**config.mk**
```make
export PLATFORM = sky130hd
export DESIGN_NAME = bist_controller_flat
export DESIGN_NICKNAME = d
export VERILOG_FILES = /design/src/rtl/bist_controller_if.sv /design/src/rtl/bist_controller.sv /design/src/flat_wrapper.sv
export SDC_FILE = /design/constraint.sdc
export NUM_CORES = 1
export LEC_CHECK = 0
export ABC_AREA = 1
export ABC_CLOCK_PERIOD_IN_PS = 2060
export CAP_MARGIN = 25
export CORE_UTILIZATION = 52
export DETAILED_ROUTE_END_ITERATION = 10
export PLACE_DENSITY = 0.91
export SETUP_SLACK_MARGIN = 0.4
export SYNTH_ARGS = -nofsm -noshare
export SYNTH_HDL_FRONTEND = slang
export SYNTH_SLANG_ARGS = --single-unit
```
**constraint.sdc**
```tcl
create_clock -name clk -period 2.06 [get_ports clk]
set_clock_uncertainty 0.1 [all_clocks]
set_input_delay 0.309 -clock clk [delete_from_list [all_inputs] [get_ports clk]]
set_output_delay 0.309 -clock clk [all_outputs]
set_load 0.1 [all_outputs]
```
**src/rtl/bist_controller_if.sv**
```systemverilog
// Test-host/CUT-facing bundle of the BIST controller.
// The controller takes the slave side and the test host takes the master side.
`timescale 1ns/1ps
interface bist_controller_if #(
  parameter int unsigned WIDTH  = 9,
  parameter int unsigned RESP_W = 9,
  parameter int unsigned CNT_W  = 10
);
  logic              start;
  logic              abort;
  logic [RESP_W-1:0] cut_resp;
  logic              lfsr_load;
  logic [WIDTH-1:0]  lfsr_seed;
  logic              lfsr_en;
  logic              test_mode;
  logic              busy;
  logic              done;
  logic              pass;
  logic [RESP_W-1:0] signature;
  logic [CNT_W-1:0]  pattern_cnt;

  modport master (
    output start, abort, cut_resp,
    input  lfsr_load, lfsr_seed, lfsr_en, test_mode, busy, done, pass, signature, pattern_cnt
  );

  modport slave (
    input  start, abort, cut_resp,
    output lfsr_load, lfsr_seed, lfsr_en, test_mode, busy, done, pass, signature, pattern_cnt
  );
endinterface

```
**src/rtl/bist_controller.sv**
```systemverilog
// BIST session sequencer: seeds and steps the pattern LFSR, compacts CUT responses
// into a MISR and compares the final signature against a golden value.
`timescale 1ns/1ps
module bist_controller #(
  parameter int unsigned       WIDTH        = 9,
  parameter int unsigned       RESP_W       = 9,
  parameter int unsigned       NUM_PATTERNS = 511,
  parameter int unsigned       RESP_LAT     = 1,
  parameter logic [WIDTH-1:0]  SEED         = 'h00F,
  parameter logic [RESP_W-1:0] GOLDEN_SIG   = '0
) (
  input  logic              clk,
  input  logic              reset,
  bist_controller_if.slave  bus
);

  localparam int unsigned CNT_W = 10;
  localparam int unsigned CYC_W = 11;

  localparam logic [CNT_W-1:0] NP_C       = CNT_W'(NUM_PATTERNS);
  localparam logic [CYC_W-1:0] RUN_LAST   = CYC_W'(NUM_PATTERNS - 1);
  localparam logic [CYC_W-1:0] FLUSH_LAST = CYC_W'(NUM_PATTERNS + RESP_LAT - 1);

  typedef enum logic [2:0] {
    S_IDLE    = 3'd0,
    S_SEED    = 3'd1,
    S_RUN     = 3'd2,
    S_FLUSH   = 3'd3,
    S_COMPARE = 3'd4,
    S_DONE    = 3'd5
  } state_t;

  // With zero response latency the last capture happens in RUN, so FLUSH is skipped.
  localparam state_t RUN_EXIT = (RESP_LAT == 0) ? S_COMPARE : S_FLUSH;

  state_t r_state;
  state_t w_next_state;

  logic              r_lfsr_load, r_lfsr_en, r_test_mode, r_busy, r_done, r_pass;
  logic              w_lfsr_load, w_lfsr_en, w_test_mode, w_busy, w_done, w_pass;
  logic [RESP_W-1:0] r_misr;
  logic [CNT_W-1:0]  r_pattern_cnt;
  logic [CYC_W-1:0]  r_cyc_cnt;
  logic [RESP_W-1:0] w_misr_shift;
  logic              w_in_window;
  logic              w_lat_reached;
  logic              w_capture;

  always_ff @(posedge clk or posedge reset) begin
    if (reset) r_state <= S_IDLE;
    else       r_state <= w_next_state;
  end

  always_comb begin
    w_next_state = r_state;
    if (bus.abort) begin
      w_next_state = S_IDLE;
    end else begin
      case (r_state)
        S_IDLE,
        S_DONE:    if (bus.start) w_next_state = S_SEED;
        S_SEED:    w_next_state = S_RUN;
        S_RUN:     if (r_cyc_cnt == RUN_LAST) w_next_state = RUN_EXIT;
        S_FLUSH:   if (r_cyc_cnt == FLUSH_LAST) w_next_state = S_COMPARE;
        S_COMPARE: w_next_state = S_DONE;
        default:   w_next_state = S_IDLE;
      endcase
    end
  end

  // Outputs are decoded from the next state so they change on the same edge as the state.
  always_comb begin
    w_lfsr_load = (w_next_state == S_SEED);
    w_lfsr_en   = (w_next_state == S_RUN);
    w_test_mode = (w_next_state == S_RUN) || (w_next_state == S_FLUSH);
    w_busy      = (w_next_state == S_SEED) || (w_next_state == S_RUN) ||
                  (w_next_state == S_FLUSH) || (w_next_state == S_COMPARE);
    w_done      = r_done;
    w_pass      = r_pass;
    if ((w_next_state == S_IDLE) || (w_next_state == S_SEED)) begin
      w_done = 1'b0;
      w_pass = 1'b0;
    end else if ((r_state == S_COMPARE) && (w_next_state == S_DONE)) begin
      w_done = 1'b1;
      w_pass = (r_misr == GOLDEN_SIG);
    end
  end

  always_ff @(posedge clk or posedge reset) begin
    if (reset) begin
      r_lfsr_load <= 1'b0;
      r_lfsr_en   <= 1'b0;
      r_test_mode <= 1'b0;
      r_busy      <= 1'b0;
      r_done      <= 1'b0;
      r_pass      <= 1'b0;
    end else begin
      r_lfsr_load <= w_lfsr_load;
      r_lfsr_en   <= w_lfsr_en;
      r_test_mode <= w_test_mode;
      r_busy      <= w_busy;
      r_done      <= w_done;
      r_pass      <= w_pass;
    end
  end

  // MISR feedback taps x^9+x^4+1 on the low nine bits; response XORed into every stage.
  assign w_misr_shift  = {r_misr[RESP_W-2:0], r_misr[8] ^ r_misr[3]} ^ bus.cut_resp;
  assign w_in_window   = (r_state == S_RUN) || (r_state == S_FLUSH);
  assign w_lat_reached = ((CYC_W+1)'(r_cyc_cnt) + (CYC_W+1)'(1)) > (CYC_W+1)'(RESP_LAT);
  assign w_capture     = w_in_window && w_lat_reached;

  always_ff @(posedge clk or posedge reset) begin
    if (reset) begin
      r_misr        <= '0;
      r_pattern_cnt <= '0;
      r_cyc_cnt     <= '0;
    end else if (w_next_state == S_SEED) begin
      r_misr        <= '0;
      r_pattern_cnt <= '0;
      r_cyc_cnt     <= '0;
    end else if (!bus.abort) begin
      if (w_in_window) r_cyc_cnt <= r_cyc_cnt + CYC_W'(1);
      if (w_capture)   r_misr    <= w_misr_shift;
      if ((r_state == S_RUN) && (r_pattern_cnt != NP_C))
        r_pattern_cnt <= r_pattern_cnt + CNT_W'(1);
    end
  end

  assign bus.lfsr_load   = r_lfsr_load;
  assign bus.lfsr_seed   = SEED;
  assign bus.lfsr_en     = r_lfsr_en;
  assign bus.test_mode   = r_test_mode;
  assign bus.busy        = r_busy;
  assign bus.done        = r_done;
  assign bus.pass        = r_pass;
  assign bus.signature   = r_misr;
  assign bus.pattern_cnt = r_pattern_cnt;

endmodule

```
**src/flat_wrapper.sv**
```systemverilog
// flat-port wrapper written by rule: the top's interface ports become plain ports
module bist_controller_flat 
#(
  parameter int unsigned       WIDTH        = 9,
  parameter int unsigned       RESP_W       = 9,
  parameter int unsigned       NUM_PATTERNS = 511,
  parameter int unsigned       RESP_LAT     = 1,
  parameter logic [WIDTH-1:0]  SEED         = 'h00F,
  parameter logic [RESP_W-1:0] GOLDEN_SIG   = '0
)
  (clk, reset, bus_start, bus_abort, bus_cut_resp, bus_lfsr_load, bus_lfsr_seed, bus_lfsr_en, bus_test_mode, bus_busy, bus_done, bus_pass, bus_signature, bus_pattern_cnt);
  bist_controller_if #(.WIDTH(WIDTH), .RESP_W(RESP_W)) bus_i ();
  input  logic clk;
  input  logic reset;
  input wire logic [$bits(bus_i.start)-1:0] bus_start;
  input wire logic [$bits(bus_i.abort)-1:0] bus_abort;
  input wire logic [$bits(bus_i.cut_resp)-1:0] bus_cut_resp;
  output wire logic [$bits(bus_i.lfsr_load)-1:0] bus_lfsr_load;
  output wire logic [$bits(bus_i.lfsr_seed)-1:0] bus_lfsr_seed;
  output wire logic [$bits(bus_i.lfsr_en)-1:0] bus_lfsr_en;
  output wire logic [$bits(bus_i.test_mode)-1:0] bus_test_mode;
  output wire logic [$bits(bus_i.busy)-1:0] bus_busy;
  output wire logic [$bits(bus_i.done)-1:0] bus_done;
  output wire logic [$bits(bus_i.pass)-1:0] bus_pass;
  output wire logic [$bits(bus_i.signature)-1:0] bus_signature;
  output wire logic [$bits(bus_i.pattern_cnt)-1:0] bus_pattern_cnt;
  assign bus_i.start = bus_start;
  assign bus_i.abort = bus_abort;
  assign bus_i.cut_resp = bus_cut_resp;
  assign bus_lfsr_load = bus_i.lfsr_load;
  assign bus_lfsr_seed = bus_i.lfsr_seed;
  assign bus_lfsr_en = bus_i.lfsr_en;
  assign bus_test_mode = bus_i.test_mode;
  assign bus_busy = bus_i.busy;
  assign bus_done = bus_i.done;
  assign bus_pass = bus_i.pass;
  assign bus_signature = bus_i.signature;
  assign bus_pattern_cnt = bus_i.pattern_cnt;
  bist_controller #(.WIDTH(WIDTH), .RESP_W(RESP_W), .NUM_PATTERNS(NUM_PATTERNS), .RESP_LAT(RESP_LAT), .SEED(SEED), .GOLDEN_SIG(GOLDEN_SIG)) u_core (.clk(clk), .reset(reset), .bus(bus_i));
endmodule
```
==> results.md <==
* DP Worst Slack at -0.0245 ns
* Worst VDD drop at between 1 and 1.5 mV
* Remaining antenna violation count at 0
* Register Area at roughly 1000 um^2
* GPL Wtd Cong at 0.930
* Hold Vio Cnt, Final at 0
* GR Overflow Total at 0
* First-iteration detailed-routing DRC count at about 530
* Post-route setup slack at -0.0407 ns
* Relative slew margins at 0.591
* Layout cell share with drive strength beyond 1 at 0.299
* Failing checks: negative setup slack
* Antenna diode count at 0
* Drt drc at 0
* Final setup vio count at 13
* Clk pin slew, worst setup/hold paths at roughly 0.090 ns
* Slew @ Worst Pin at 0.612 ns
* Crit path max fanout at 5
* I/O Buffers at 37
* Final worst path period need at ~2.1 ns
* WL per Instance at ~15 um
* H-Tree Level Count at 2
* CP startpoint kind: flip-flop
* Die Y at ~73 um
* Mapped Area at ~2600 um^2
* Hold/Removal Path Class: in -> async
* Worst setup path class: reg -> reg
* Final Cycle Share at 1.02
* Initial Util at 0.547
* Global Route Usage Sum at 0.269
* Die ar. at around 5300 um^2
* Post-synth cell types at 37
* YS warnings at 0
* Post-DP HPWL at about 4.5 mm
* Vias in the first global route at 2436
* Fillers at 305
* Status: complete, but fails checks
* R2R cell count at 11
* Multi-input gate area at approximately 1600 um^2
* Final Max Slew Viols at 0
* Mean Syn Cell Area at ~7.3 um^2
* Maxcap violations at 0
* Placeable Area at 4790 um^2
* RR Endpoint: u_core.r_cyc_cnt[9]
* Mapped Cells at between 300 and 400
* Root buffer cell: clkbuf_8
* Leakage at between 1.5 and 2 nW
* First-pass GRT wire length at 11.0 mm
* Drt pass-1 iters at 7
* Clk_lat worst skew at roughly 0.31 ns
* R2R Path Start: u_core.r_cyc_cnt[7]
* Cells taking the most area after synthesis: dfrtp_1, nand2_1, nor2_1
* Post-synth ARST share at 1.00
* CTS tree: built
* Finished Layout Cells at between 400 and 500
* Pin count of the biggest net entering global routing at 17
* Antenna violations before repair at 0
* Hold_buf cts at 0
* Total power draw at 4.93 mW
* Top_reg_cell synth: dfrtp_1
* Final WL at 7.18 mm
* Sequential fraction of the synthesis area at 0.373
* Placed insts at roughly 470
* Ports at 47
* CTS max path bufs at 2
* CP Data Required Time at around 2.2 ns
* Leading area contributor after synthesis: dfrtp_1
* CP endpoint kind: flip-flop
* Reg-to-reg slack, setup at -0.04 ns
* Rows at 25
* Final nets at ~440
* EDFF count, synth at 0
* Synth top area share at 0.373
* Die X at around 73 um
* Average vias per placed instance at 5.57
* Area grow syn2layout at 33.2%
* Fmax at 476 MHz
* Most frequent cells in the layout: nand2_1, buf_4, nor2_1, inv_1, nand3_1
* Num CTS Buffers at 5
* RSZ-0062 raised after global routing: true
* PwrDens at approximately 1400 nW/um^2
* WP data arrival at between 2 and 2.5 ns
* Most common cell after layout, fill and taps aside: nand2_1
* Sink Count at 39
* Register bit total from synthesis at 39
* Vias at 2722
==> how the worst max path moves through the flow <==
stage                         startpoint                        end  slack, ns  cells after the start
6_report             u_core.r_cyc_cnt[7]        u_core.r_cyc_cnt[9]      -0.04                     11
5_1_grt              u_core.r_cyc_cnt[6]        u_core.r_cyc_cnt[2]      -0.17                     10
4_1_cts              u_core.r_cyc_cnt[0]        u_core.r_cyc_cnt[3]       0.10                     11
3_5_place_dp         u_core.r_cyc_cnt[0]  u_core.bus.pattern_cnt[1]      -0.02                     10
3_3_place_gp         u_core.r_cyc_cnt[0]        u_core.r_cyc_cnt[0]       0.02                     10
2_1_floorplan  u_core.bus.pattern_cnt[0]  u_core.bus.pattern_cnt[5]       0.09                     11
==> timing repair <==
action                     CTS  global route
hold endpoints to repair     0             0
buffers inserted             8             5
gates cloned                 2             0
setup endpoints to repair   36            35
gates resized for setup     18            26
pin swaps                    6            25
==> registers in the layout, summed over array words and instances, names as in the netlist <==
signal and cells:
u_core.bus.pattern_cnt 10, u_core.bus.test_mode 1, u_core.r_cyc_cnt 11, u_core.bus.signature 9, u_core.r_state 3, u_core.bus.lfsr_load 1
u_core.bus.busy 1, u_core.bus.done 1, u_core.bus.pass 1, u_core.bus.lfsr_en 1
==> worst max-delay path, stage by stage (launching register included) <==
cell and delay [ns]:
dfrtp_1 0.44, nand2_1 0.13, inv_1 0.08, nand2_1 0.06, nor2_1 0.17, nand2_1 0.17, nand2_2 0.12, nand4_4 0.13
nor2_8 0.21, nor2_4 0.07, nor2_4 0.23, o21ai_1 0.09
==> final cells by class <==
class                   count  share of cell area
clock buffers               6              0.0237
clock inverters             2              0.0101
inverters                  42              0.0474
multi-input cells         272               0.456
flip-flops and latches     39               0.288
well taps                  67              0.0240
repair buffers             61               0.151
==> per-layer routing <==
metal | vias up | track usage | part of all wire
met5 | - | 0 | 0
met4 | 0 | 0.0937 | 0.037
met3 | 43 | 0.0511 | 0.093
met2 | 177 | 0.433 | 0.47
met1 | 1239 | 0.364 | 0.40
li1 | 1263 | - | -
==> per-stage QoR <==
stage | TNS [ns] | cell area [um^2] | hold slack [ns] | util
after floorplan | 0 | 2690 | 0.364 | -
after global placement | 0 | 3070 | 0.390 | 0.642
after detailed placement | -0.102 | 3070 | 0.387 | 0.642
after CTS | 0 | 3350 | 0.259 | 0.699
after global routing | -2.50 | 3490 | 0.291 | 0.728
final | -0.236 | 3490 | 0.240 | 0.728
==> logic make-up after synthesis <==
kind of cell	synth area share
xor+xnor	0.0402
other cells	0.00287
compound gates	0.0703
simple gates	0.392
buf+inv	0.103
fa+ha+maj	0.0191
flops	0.373
==> synthesized netlist by cell type (5+ instances only) <==
library cell and number:
buf_4 9, dfrtp_1 39, inv_1 36, inv_2 5, nand2_1 99, nand2_2 8
nand3_1 31, nand4_1 16, nor2_1 42, nor3_1 7, o21ai_0 10, o21ai_1 8
xnor2_1 9
==> power breakdown <==
group	total [mW]	internal [mW]	switching [mW]
Sequential	1.36	1.02	0.340
Combinational	2.90	0.770	2.13
Clock	0.671	0.392	0.279
Power figures use the tool's default switching activity.
